$ cat config.mk
export PLATFORM = sky130hd
export DESIGN_NAME = mem_access_arbiter
export DESIGN_NICKNAME = d
export VERILOG_FILES = /design/src/rtl/mem_access_arbiter.sv
export SDC_FILE = /design/constraint.sdc
export NUM_CORES = 1
export LEC_CHECK = 0
export ABC_AREA = 1
export CAP_MARGIN = 20
export CORE_ASPECT_RATIO = 0.5
export CORE_MARGIN = 5
export CORE_UTILIZATION = 45
export CTS_CLUSTER_SIZE = 30
export DETAILED_ROUTE_END_ITERATION = 10
export MAX_ROUTING_LAYER = met4
export PLACE_DENSITY = 0.8
export SLEW_MARGIN = 0
export SYNTH_ARGS = -nofsm -noshare
export SYNTH_HDL_FRONTEND = slang
export SYNTH_SLANG_ARGS = --single-unit
$ cat constraint.sdc
create_clock -name clk -period 2.6 [get_ports clk]
set_input_delay 0.52 -clock clk [delete_from_list [all_inputs] [get_ports clk]]
set_output_delay 0.52 -clock clk [all_outputs]
set_load 0.05 [all_outputs]
$ cat src/rtl/mem_access_arbiter.sv
// Two-master access controller for the 16x8 data RAM and 1024x20 command memory.
// Ports: m0_*/m1_* master request/response, ram_*/cmd_* memory side, busy status.
module mem_access_arbiter #(
   parameter int RAM_W       = 8,
   parameter int CMD_W       = 20,
   parameter int RAM_AW      = 4,
   parameter int CMD_AW      = 10,
   parameter int WAIT_CYCLES = 1
) (
   input  logic              clk,
   input  logic              rst_n,
   input  logic              m0_req,
   input  logic              m1_req,
   input  logic              m0_we,
   input  logic              m1_we,
   input  logic              m0_sel,
   input  logic              m1_sel,
   input  logic [CMD_AW-1:0] m0_addr,
   input  logic [CMD_AW-1:0] m1_addr,
   input  logic [CMD_W-1:0]  m0_wdata,
   input  logic [CMD_W-1:0]  m1_wdata,
   output logic              m0_ack,
   output logic              m1_ack,
   output logic              m0_err,
   output logic              m1_err,
   output logic [CMD_W-1:0]  m0_rdata,
   output logic [CMD_W-1:0]  m1_rdata,
   output logic              ram_en,
   output logic              ram_rw,
   output logic [RAM_AW-1:0] ram_addr,
   output logic [RAM_W-1:0]  ram_wdata,
   input  logic [RAM_W-1:0]  ram_rdata,
   output logic              cmd_en,
   output logic              cmd_rw,
   output logic [CMD_AW-1:0] cmd_addr,
   output logic [CMD_W-1:0]  cmd_wdata,
   input  logic [CMD_W-1:0]  cmd_rdata,
   output logic              busy
);

   typedef enum logic [1:0] {IDLE, ISSUE, WAIT, RESP} state_t;

   localparam logic [2:0] WAIT_LAST = 3'(WAIT_CYCLES - 1);

   state_t            state, state_nxt;
   logic              last_q, last_nxt;
   logic              gnt_q, gnt_nxt;
   logic              we_q, we_nxt;
   logic              sel_q, sel_nxt;
   logic              err_q, err_nxt;
   logic [CMD_AW-1:0] addr_q, addr_nxt;
   logic [CMD_W-1:0]  wdata_q, wdata_nxt;
   logic [2:0]        cnt_q, cnt_nxt;
   logic              cap;
   logic              act, rw_d, ram_act, cmd_act;
   logic [CMD_W-1:0]  ram_ext;

   assign busy    = (state != IDLE);
   assign ram_ext = {{(CMD_W-RAM_W){1'b0}}, ram_rdata};

   always_comb begin
      state_nxt = state;
      last_nxt  = last_q;
      gnt_nxt   = gnt_q;
      we_nxt    = we_q;
      sel_nxt   = sel_q;
      err_nxt   = err_q;
      addr_nxt  = addr_q;
      wdata_nxt = wdata_q;
      cnt_nxt   = cnt_q;
      cap       = 1'b0;
      unique case (state)
         IDLE: begin
            if (m0_req || m1_req) begin
               // On a tie the master that was not served last wins.
               gnt_nxt   = (m0_req && m1_req) ? ~last_q : m1_req;
               we_nxt    = gnt_nxt ? m1_we    : m0_we;
               sel_nxt   = gnt_nxt ? m1_sel   : m0_sel;
               addr_nxt  = gnt_nxt ? m1_addr  : m0_addr;
               wdata_nxt = gnt_nxt ? m1_wdata : m0_wdata;
               err_nxt   = !sel_nxt && (addr_nxt[CMD_AW-1:RAM_AW] != '0);
               if (err_nxt) begin
                  state_nxt = RESP;
               end else begin
                  state_nxt = ISSUE;
                  last_nxt  = gnt_nxt;
               end
            end
         end
         ISSUE: begin
            cnt_nxt   = '0;
            state_nxt = we_q ? RESP : WAIT;
         end
         WAIT: begin
            if (cnt_q == WAIT_LAST) begin
               cnt_nxt   = '0;
               cap       = 1'b1;
               state_nxt = RESP;
            end else begin
               cnt_nxt = cnt_q + 3'd1;
            end
         end
         RESP: state_nxt = IDLE;
      endcase
   end

   // Memory controls are registered from the state being entered.
   assign act     = (state_nxt == ISSUE) || (state_nxt == WAIT);
   assign rw_d    = (state_nxt == WAIT) || !we_nxt;
   assign ram_act = act && !sel_nxt;
   assign cmd_act = act && sel_nxt;

   always_ff @(posedge clk or negedge rst_n) begin
      if (!rst_n) begin
         state     <= IDLE;
         last_q    <= 1'b1;
         gnt_q     <= 1'b0;
         we_q      <= 1'b0;
         sel_q     <= 1'b0;
         err_q     <= 1'b0;
         addr_q    <= '0;
         wdata_q   <= '0;
         cnt_q     <= '0;
         m0_ack    <= 1'b0;
         m1_ack    <= 1'b0;
         m0_err    <= 1'b0;
         m1_err    <= 1'b0;
         m0_rdata  <= '0;
         m1_rdata  <= '0;
         ram_en    <= 1'b0;
         ram_rw    <= 1'b0;
         ram_addr  <= '0;
         ram_wdata <= '0;
         cmd_en    <= 1'b0;
         cmd_rw    <= 1'b0;
         cmd_addr  <= '0;
         cmd_wdata <= '0;
      end else begin
         state     <= state_nxt;
         last_q    <= last_nxt;
         gnt_q     <= gnt_nxt;
         we_q      <= we_nxt;
         sel_q     <= sel_nxt;
         err_q     <= err_nxt;
         addr_q    <= addr_nxt;
         wdata_q   <= wdata_nxt;
         cnt_q     <= cnt_nxt;
         m0_ack    <= (state_nxt == RESP) && !gnt_nxt;
         m1_ack    <= (state_nxt == RESP) && gnt_nxt;
         m0_err    <= (state_nxt == RESP) && !gnt_nxt && err_nxt;
         m1_err    <= (state_nxt == RESP) && gnt_nxt && err_nxt;
         ram_en    <= ram_act;
         ram_rw    <= ram_act && rw_d;
         ram_addr  <= ram_act ? addr_nxt[RAM_AW-1:0] : '0;
         ram_wdata <= ram_act ? wdata_nxt[RAM_W-1:0] : '0;
         cmd_en    <= cmd_act;
         cmd_rw    <= cmd_act && rw_d;
         cmd_addr  <= cmd_act ? addr_nxt : '0;
         cmd_wdata <= cmd_act ? wdata_nxt : '0;
         if (cap) begin
            if (gnt_q) m1_rdata <= sel_q ? cmd_rdata : ram_ext;
            else       m0_rdata <= sel_q ? cmd_rdata : ram_ext;
         end
      end
   end

endmodule
==> results.json <==
{
  "p_leak_nw": 3.77,
  "first_global_vias": 4593,
  "grt_max_degree": 73,
  "worstPathMaxFanout": 4,
  "vdd_drop_max_v": 0.000948,
  "syn_area_per_cell_um2": 10.1,
  "numCtsBuffers": 17,
  "arrival_ns": 1.81,
  "area_delta_synth_final_pct": 54.4,
  "drive_gt1_share_pct": 13.0,
  "status": "finished clean",
  "r2r_setup_slack_ns": 0.39,
  "syn_area_um2": 5250,
  "drt_iter0_markers": 262,
  "drv_slew": 0,
  "fp.dieW_um": 163,
  "finalSetupViolations": 0,
  "vias": 4361,
  "clk_latency_ns": 0.41,
  "hold_viol": 0,
  "critical_path_class": "flip-flop to output pin",
  "synth_cells": 518,
  "antenna_cells": 0,
  "seqCellArea_um2": 3250,
  "r2r-start": "last_q",
  "gp_congestion": 0.818,
  "ys_warn_count": 0,
  "ctsLongestPathBuffers": 2,
  "ctsHoldBuffers": 0,
  "min_period_ns": 2.33,
  "num-fill-cells": 778,
  "critPathCaptureType": "output pin",
  "critPathRequiredTime_ns": 2.08,
  "initial_utilization_pct": 46.8,
  "dieArea_um2": 14100,
  "finalClockSkew_ns": 0.00628,
  "portBuffers": 186,
  "totalWireLength_mm": 14.4,
  "regToRegEndpoint": "cmd_wdata[1]",
  "clock.fmax_mhz": 428,
  "grt_pass1_wl_mm": 22.9,
  "postRouteAntennaNets": 0,
  "path_clk_slew_ns": 0.05,
  "final_cell_mix": "clkdlybuf4s50_1, dfrtp_1, nand2_1",
  "worst_slew_pin_slew_ns": 0.717,
  "hold_ws_ns": 0.0991,
  "hp-class": "input port to asynchronous set/reset pin",
  "reg2reg_depth": 13,
  "total_power_mw": 12.5,
  "multi_input_area_um2": 1670,
  "cap_violations": 0,
  "fp.dieH_um": 86.4,
  "num_io_pins": 187,
  "dr.pass1.iters": 5,
  "final_common_cell": "clkdlybuf4s50_1",
  "drc_errors": 0,
  "place_hpwl_mm": 10.2,
  "track_usage_pct": 21.3,
  "startpoint_type": "flip-flop",
  "nets": 827,
  "routed_via_density": 4.87,
  "antenna_found_initial": 0,
  "p_per_area_nw_per_um2": 1540,
  "yosysUniqueCellTypes": 27,
  "grt_overflow": 0,
  "fp-row-count": 27,
  "htreeDepth": 4,
  "cts-root-buf": "clkbuf_16",
  "rsz0062_at_grt": "no",
  "relSlewSlack_pct": 52.2,
  "clock-sinks": 130,
  "core-area_um2": 11200,
  "cts_tree": "yes",
  "period_share_pct": 89.8,
  "seq_area_frac_synth_pct": 61.9,
  "final_util_pct": 72.3,
  "setup_tns_ns": 0,
  "ys_seq_elements": 130,
  "wl_per_cell_um": 16.1,
  "synth_nets": 622
}
==> routing by layer <==
layer | part of all wire, % | vias to the layer above | wire length (um) | GRT usage, %
li1 | - | 2064 | - | -
met3 | 5.4 | 26 | 774 | 4.42
met2 | 53 | 145 | 7620 | 38.0
met5 | 0 | - | 0 | -
met4 | 2.1 | 0 | 296 | 7.23
met1 | 40 | 2126 | 5690 | 24.3
==> synth_stat cells <==
master | number | area [um^2]
buf_2 | 10 | 50.1
inv_2 | 2 | 7.51
o22ai_1 | 1 | 6.26
buf_6 | 3 | 33.8
ha_1 | 8 | 100
nor2_2 | 2 | 12.5
o21ai_0 | 11 | 55.1
dfstp_2 | 1 | 26.3
nor2_4 | 1 | 11.3
nand2_4 | 3 | 33.8
mux2_2 | 24 | 270
a21oi_1 | 13 | 65.1
o21ai_2 | 2 | 17.5
nand2_1 | 98 | 368
o21a_1 | 13 | 97.6
or2_2 | 2 | 12.5
dfrtp_1 | 129 | 3230
nor2_1 | 90 | 338
xor2_1 | 1 | 8.76
buf_4 | 7 | 52.6
clkbuf_1 | 5 | 18.8
nand4_1 | 2 | 12.5
inv_1 | 47 | 176
a31oi_1 | 24 | 150
nand3_1 | 17 | 85.1
a31o_2 | 1 | 8.76
o21bai_1 | 1 | 7.51
==> area by class of cell <==
type / count / share of cell area (%)
inverters: 49 / 2.27
clock inverters: 10 / 2.50
multi-input cells: 314 / 20.5
flip-flops and latches: 130 / 40.1
repair buffers: 211 / 26.3
well taps: 159 / 2.45
clock buffers: 22 / 5.85
==> power breakdown <==
part | internal, mW | leakage, nW | switching [mW]
Sequential | 2.95 | 1.58 | 0.404
Combinational | 2.31 | 1.86 | 4.13
Clock | 1.87 | 0.330 | 0.840
==> worst max-delay path, cell delays in order (launching register included) <==
cell and delay (ns):
dfrtp_1 0.40, inv_1 0.10, ha_1 0.22, inv_1 0.13, dlygate4sd2_1 0.56
==> metrics by stage <==
step,worst slack (ns),cell area (um^2),std cells
6_report,0.266,8110,895
3_3_place_gp,-0.00640,7440,863
2_1_floorplan,0.435,5250,518
5_1_grt,0.123,8110,895
4_1_cts,0.256,8110,895
3_5_place_dp,-0.141,7440,863
==> registers in the layout (all words and copies together) (netlist names) <==
signal and cells:
m0_ack 1, m0_err 1, sel_q 1, gnt_q 1, ram_addr 4, m1_err 1, m0_rdata 20, cmd_en 1
ram_rw 1, wdata_q 20, ram_wdata 8, m1_ack 1, cmd_addr 10, cmd_wdata 20, state 2, we_q 1
err_q 1, cnt_q 3, m1_rdata 20, ram_en 1, addr_q 10, last_q 1, cmd_rw 1
==> logic make-up after synthesis <==
group / Yosys count / synth area share [%]
buf+inv: 74 / 6.45
fa+ha+maj: 8 / 1.91
flops: 130 / 61.9
xor+xnor: 1 / 0.167
simple gates: 215 / 16.6
compound gates: 66 / 7.76
mux: 24 / 5.14
==> how the worst max path moves through the flow <==
stage             start           end  slack, ns  cells past startpoint
6_report       state[0]          busy       0.27                      4
5_1_grt          m0_req  cmd_wdata[8]       0.12                     15
4_1_cts        state[0]          busy       0.26                      4
3_5_place_dp     m0_req  cmd_wdata[8]      -0.14                     13
3_3_place_gp     m0_req        cmd_rw     -0.006                     13
2_1_floorplan    m1_req   cmd_addr[4]       0.44                     15
==> repair_timing <==
action / in CTS / in global routing
setup buffers: 0 / 0
setup endpoints to repair: 1 / 0
gates resized for setup: 1 / 0
No activity file was read; power rests on OpenSTA's default activity.
